==> config.mk <==
export PLATFORM = sky130hd
export DESIGN_NAME = fifo_uart_tx
export DESIGN_NICKNAME = d
export VERILOG_FILES = /design/src/rtl/fifo_uart_pkg.sv /design/src/rtl/fifo_uart_tx_baud.sv /design/src/rtl/fifo_uart_tx.sv
export SDC_FILE = /design/constraint.sdc
export NUM_CORES = 1
export LEC_CHECK = 0
export CAP_MARGIN = 20
export CORE_MARGIN = 8
export CORE_UTILIZATION = 50
export CTS_BUF_LIST = sky130_fd_sc_hd__clkbuf_8
export DETAILED_ROUTE_END_ITERATION = 8
export HOLD_SLACK_MARGIN = 0.15
export PLACE_DENSITY = 0.74
export RECOVER_POWER = 25
export SKIP_CTS_REPAIR_TIMING = 1
export SLEW_MARGIN = 20
export SYNTH_ARGS = -nofsm -noshare
export SYNTH_HDL_FRONTEND = slang
export SYNTH_SLANG_ARGS = --single-unit
export TNS_END_PERCENT = 100
==> constraint.sdc <==
create_clock -name clk -period 1.55 [get_ports clk]
set_input_delay 0.155 -clock clk [delete_from_list [all_inputs] [get_ports clk]]
set_output_delay 0.155 -clock clk [all_outputs]
set_load 0.02 [all_outputs]
==> src/rtl/fifo_uart_pkg.sv <==
`default_nettype none
// +----------------------------------------------------------------------------+
// | Module   : fifo_uart_pkg                                                   |
// | Purpose  : Shared states and defaults for the FIFO-fed UART transmitter.   |
// | Revision : 1.0 - initial release                                           |
// +----------------------------------------------------------------------------+
package fifo_uart_pkg;

  localparam int   c_DATA_W_DEFAULT       = 8;
  localparam int   c_CLKS_PER_BIT_DEFAULT = 16;
  localparam logic c_LINE_IDLE            = 1'b1;

  typedef enum logic [2:0] {
    ST_IDLE   = 3'd0,
    ST_FETCH  = 3'd1,
    ST_LOAD   = 3'd2,
    ST_START  = 3'd3,
    ST_DATA   = 3'd4,
    ST_PARITY = 3'd5,
    ST_STOP   = 3'd6
  } tx_state_t;

endpackage
`default_nettype wire

==> src/rtl/fifo_uart_tx_baud.sv <==
`default_nettype none
// +----------------------------------------------------------------------------+
// | Module   : uart_baud_tick                                                  |
// | Purpose  : Bit-period counter; pulses o_tick on the last cycle of a bit.   |
// | Revision : 1.0 - initial release                                           |
// +----------------------------------------------------------------------------+
module uart_baud_tick
  import fifo_uart_pkg::*;
#(
  parameter int CLKS_PER_BIT = c_CLKS_PER_BIT_DEFAULT
) (
  input  logic clk,
  input  logic rst,
  input  logic i_clear,
  output logic o_tick
);

  localparam int                 c_CNT_W = $clog2(CLKS_PER_BIT);
  localparam logic [c_CNT_W-1:0] c_LAST  = c_CNT_W'(CLKS_PER_BIT - 1);

  logic [c_CNT_W-1:0] r_cnt;

  // Wrap is explicit so non-power-of-two bit periods count correctly.
  always_ff @(posedge clk) begin
    if (rst || i_clear) begin
      r_cnt <= '0;
    end else if (r_cnt == c_LAST) begin
      r_cnt <= '0;
    end else begin
      r_cnt <= r_cnt + 1'b1;
    end
  end

  assign o_tick = (r_cnt == c_LAST);

endmodule
`default_nettype wire

==> src/rtl/fifo_uart_tx.sv <==
`default_nettype none
// +----------------------------------------------------------------------------+
// | Module   : fifo_uart_tx                                                    |
// | Purpose  : Pops bytes from an upstream FIFO and sends them as UART frames. |
// |            Define FIFO_UART_TX_PARITY_EN to add an even-parity bit.        |
// | Revision : 1.0 - initial release                                           |
// +----------------------------------------------------------------------------+
module fifo_uart_tx
  import fifo_uart_pkg::*;
#(
  parameter int DATA_W       = c_DATA_W_DEFAULT,
  parameter int CLKS_PER_BIT = c_CLKS_PER_BIT_DEFAULT
) (
  input  logic              clk,
  input  logic              rst,
  input  logic              fifo_empty,
  input  logic [DATA_W-1:0] fifo_data,
  output logic              fifo_rd_en,
  output logic              tx,
  output logic              busy
);

  localparam int                 c_BIT_W    = (DATA_W > 1) ? $clog2(DATA_W) : 1;
  localparam logic [c_BIT_W-1:0] c_LAST_BIT = c_BIT_W'(DATA_W - 1);

  tx_state_t           r_state;
  tx_state_t           w_state_nxt;
  logic [DATA_W-1:0]   r_shift;
  logic [DATA_W-1:0]   w_shift_nxt;
  logic [DATA_W-1:0]   w_shift_dn;
  logic [c_BIT_W-1:0]  r_bit_cnt;
  logic [c_BIT_W-1:0]  w_bit_cnt_nxt;
  logic                r_tx;
  logic                w_tx_nxt;
  logic                r_rd_en;
  logic                w_rd_en_nxt;
  logic                r_busy;
  logic                w_baud_clear;
  logic                w_tick;
`ifdef FIFO_UART_TX_PARITY_EN
  logic                r_parity;
  logic                w_parity_nxt;
`endif

  // Bit timing restarts from zero on the LOAD edge so START is a full bit.
  assign w_baud_clear = (r_state == ST_IDLE) || (r_state == ST_FETCH) ||
                        (r_state == ST_LOAD);
  assign w_shift_dn   = r_shift >> 1;

  uart_baud_tick #(
    .CLKS_PER_BIT (CLKS_PER_BIT)
  ) u_baud (
    .clk     (clk),
    .rst     (rst),
    .i_clear (w_baud_clear),
    .o_tick  (w_tick)
  );

  always_ff @(posedge clk) begin
    if (rst) begin
      r_state   <= ST_IDLE;
      r_shift   <= '0;
      r_bit_cnt <= '0;
      r_tx      <= c_LINE_IDLE;
      r_rd_en   <= 1'b0;
      r_busy    <= 1'b0;
`ifdef FIFO_UART_TX_PARITY_EN
      r_parity  <= 1'b0;
`endif
    end else begin
      r_state   <= w_state_nxt;
      r_shift   <= w_shift_nxt;
      r_bit_cnt <= w_bit_cnt_nxt;
      r_tx      <= w_tx_nxt;
      r_rd_en   <= w_rd_en_nxt;
      r_busy    <= (w_state_nxt != ST_IDLE);
`ifdef FIFO_UART_TX_PARITY_EN
      r_parity  <= w_parity_nxt;
`endif
    end
  end

  always_comb begin
    w_state_nxt   = r_state;
    w_shift_nxt   = r_shift;
    w_bit_cnt_nxt = r_bit_cnt;
    w_tx_nxt      = r_tx;
    w_rd_en_nxt   = 1'b0;
`ifdef FIFO_UART_TX_PARITY_EN
    w_parity_nxt  = r_parity;
`endif
    case (r_state)
      ST_IDLE: begin
        w_tx_nxt = c_LINE_IDLE;
        if (!fifo_empty) begin
          w_rd_en_nxt = 1'b1;
          w_state_nxt = ST_FETCH;
        end
      end
      ST_FETCH: begin
        w_state_nxt = ST_LOAD;
      end
      ST_LOAD: begin
        w_shift_nxt   = fifo_data;
        w_bit_cnt_nxt = '0;
        w_tx_nxt      = 1'b0;
        w_state_nxt   = ST_START;
`ifdef FIFO_UART_TX_PARITY_EN
        w_parity_nxt  = ^fifo_data;
`endif
      end
      ST_START: begin
        if (w_tick) begin
          w_tx_nxt    = r_shift[0];
          w_state_nxt = ST_DATA;
        end
      end
      ST_DATA: begin
        if (w_tick) begin
          if (r_bit_cnt == c_LAST_BIT) begin
`ifdef FIFO_UART_TX_PARITY_EN
            w_tx_nxt    = r_parity;
            w_state_nxt = ST_PARITY;
`else
            w_tx_nxt    = c_LINE_IDLE;
            w_state_nxt = ST_STOP;
`endif
          end else begin
            // tx is registered, so the next bit is taken from the shifted value.
            w_shift_nxt   = w_shift_dn;
            w_tx_nxt      = w_shift_dn[0];
            w_bit_cnt_nxt = r_bit_cnt + 1'b1;
          end
        end
      end
`ifdef FIFO_UART_TX_PARITY_EN
      ST_PARITY: begin
        if (w_tick) begin
          w_tx_nxt    = c_LINE_IDLE;
          w_state_nxt = ST_STOP;
        end
      end
`endif
      ST_STOP: begin
        if (w_tick) begin
          w_tx_nxt    = c_LINE_IDLE;
          w_state_nxt = ST_IDLE;
        end
      end
      default: begin
        w_tx_nxt    = c_LINE_IDLE;
        w_state_nxt = ST_IDLE;
      end
    endcase
  end

  assign fifo_rd_en = r_rd_en;
  assign tx         = r_tx;
  assign busy       = r_busy;

endmodule
`default_nettype wire
==> impl_metrics.csv <==
group,metric,value,unit
cells_and_area,area_growth_syn_to_layout,31.5,%
setup_path,cp.required,1760,ps
synthesis,ys_warn_count,0,
synthesis,synthArstFlopShare,0,%
power,combPwrFrac,15.9,%
power,power_frac_seq,52.8,%
global_routing,grt_usage,13.3,%
synthesis,ys.flop_type,"dfxtp_1",
cells_and_area,regArea,424,sq um
cells_and_area,utilization,69.8,%
routing,route.vias.total,890,
sta,period_needed,1510,ps
sta,setup_violations,0,
setup_path,critPathCaptureType,"register",
clocking,cts_max_level,1,
clocking,cts_tree,"done",
global_routing,grt_pass1_vias,885,
sta,fin_crit_sh,97.3,%
power,clkPwrFrac,31.3,%
synthesis,syn-cell-area,1050,sq um
hold_path,whs_path_depth,1,
clocking,clk_latency,260,ps
sta,slew_viol_final,0,
global_routing,grt_max_degree,13,
die,die_x,61.9,um
cells_and_area,fill_cells,155,
routing,routed_wl,2300,um
cells_and_area,antenna_cells,0,
synthesis,syn-num-nets,120,
sta,fin_skew,2.07,ps
die,io_pins,14,
routing,wl_met3,110,um
setup_path,r2r_cells,7,
global_routing,grt_first_pass_wirelength,3800,um
routing,drt-initial-drc-count,11,
place,post-dp-hpwl,1590,um
sta,worstMarginPinSlew,389,ps
cells_and_area,multi_input_area,639,sq um
routing,first_pass_iters,4,
die,dieHeight,61.9,um
power,power.density,798,nW/um^2
sta,rsz0062_at_grt,"yes",
sta,fmax,663,MHz
synthesis,synthCells,106,
flow_run,max_cap_viol_count,0,
cells_and_area,nets,143,
setup_path,crit_arrival,1710,ps
routing,post-route-drc-count,0,
routing,vias_per_cell,5.74,
cells_and_area,drive_above_1_share,28.9,%
power,sw_frac_of_total,24.6,%
sta,hold_viol,0,
setup_path,crit_type,"register to register",
setup_path,start_kind,"register",
routing,route.antenna.remaining_nets,0,
die,core_area,1980,sq um
clocking,cts-root-buf,"clkbuf_8",
global_routing,antenna_found_initial,0,
clocking,clock-sinks,21,
global_routing,overflow,0,
routing,top_layer,"met4",
cells_and_area,fin_cells,155,
clocking,clk_pin_slew_worst_paths,70,ps
hold_path,holdCritPathClass,"register to register",
die,dieArea,3830,sq um
routing,wl_per_cell,14.8,um
synthesis,synth.avg_cell_area,9.93,sq um
power,p_sw,0.272,mW
power,p_int,0.833,mW
sta,tns,0,ps
place,numPortBuffers,13,
die,start_util,53.1,%
routing,route.layer.met1.wl,1010,um
synthesis,synth_enable_flop_cells,0,
die,placementRows,16,
cells_and_area,mostFrequentLayoutCells,"dfxtp_1, buf_4, clkdlybuf4s50_1, nor2_1, a31o_1",
place,gp_congestion,0.751,
routing,wl_met2,1140,um
clocking,cts_buffers,3,
synthesis,ys_seq_elements,21,
clocking,cts.path.max_buffers,2,
place,dpl.cell_count,149,
synthesis,seq_area_frac_synth,40.0,%
cells_and_area,mostFrequentLayoutCell,"dfxtp_1",
power,power_leakage,0.555,nW
power,peakVddDrop,702,uV
outcome,status,"finished, final reports clean",
sta,slew_headroom,74.0,%
synthesis,synth.distinct_cells,36,
setup_path,worstPathMaxFanout,7,
-- cell type report --
type                    count  share of cell area [%]
clock buffers               3                    2.98
clock inverters             1                   0.362
inverters                   2                   0.542
multi-input cells          74                    46.2
flip-flops and latches     21                    30.7
well taps                  27                    2.44
repair buffers             27                    16.8
-- per-stage QoR --
step	setup slack [ps]	power (mW)	hold WS (ps)	instance area, sq um
final	42.2	1.10	437	1380
after global routing	-8.95	1.16	458	1380
after CTS	-36.0	1.10	442	1330
after detailed placement	-21.1	0.759	432	1280
after global placement	13.8	0.757	425	1280
after floorplan	-63.6	0.693	234	1090
-- flip-flops by register name, summed over array words and instances (netlist names) --
name / count
tx: 1
busy: 1
r_state: 3
r_shift: 8
u_baud.r_cnt: 4
r_bit_cnt: 3
fifo_rd_en: 1
-- synthesized netlist by cell type (all sizes together) (2+ instances only) --
master  number  area share, %
dfxtp       21             40
a21oi        3            1.4
inv          2           0.71
nand3        3            1.4
and3         2            1.2
nor2        10            3.6
nand3b       4            2.9
nand2b       2            1.2
nor4         8            4.8
or3          3            1.9
a31o         9            7.5
nor3         2           0.95
mux2i        7            6.7
a32o         2            2.1
buf          6            5.0
ha           3            3.6
clkbuf       3            1.1
a31oi        2            2.6
-- power groups by stage --
| stage | combinational (mW) | sequential (mW) | clock, mW |
|---|---|---|---|
| after detailed placement | 0.164 | 0.596 | 0 |
| after CTS | 0.165 | 0.583 | 0.356 |
| after global routing | 0.191 | 0.587 | 0.385 |
| final | 0.175 | 0.583 | 0.346 |
| after floorplan | 0.0980 | 0.596 | 0 |
| after global placement | 0.162 | 0.595 | 0 |
-- logic make-up after synthesis --
family                     share of synthesized area (%)
AOI/OAI and AO/OA                                   17.2
and+or+nand+nor                                     22.2
xor gates and xnor gates                            1.66
buffers and inverters                               7.61
muxes                                               6.66
DFF                                                 40.0
adders and majority gates                           4.64
-- critical path, stage by stage (launching register included) --
cell	delay [ps]
dfxtp_1	330
ha_4	170
ha_4	170
nor2_4	90
a31oi_4	100
buf_4	180
nor4_1	270
a31o_1	140
-- per-layer routing --
metal / GRT usage, % / up-vias
li1: - / 444
met1: 15.4 / 427
met2: 21.9 / 14
met3: 3.29 / 5
met4: 7.47 / 0
met5: 0 / -
-- final timing paths --
kind,start,to,slack [ps]
max,r_bit_cnt[0],r_shift[3],40
max reg2reg,r_bit_cnt[0],r_shift[3],40
min reg2reg,u_baud.r_cnt[0],u_baud.r_cnt[0],440
min,u_baud.r_cnt[0],u_baud.r_cnt[0],440
Power figures use the tool's default switching activity.
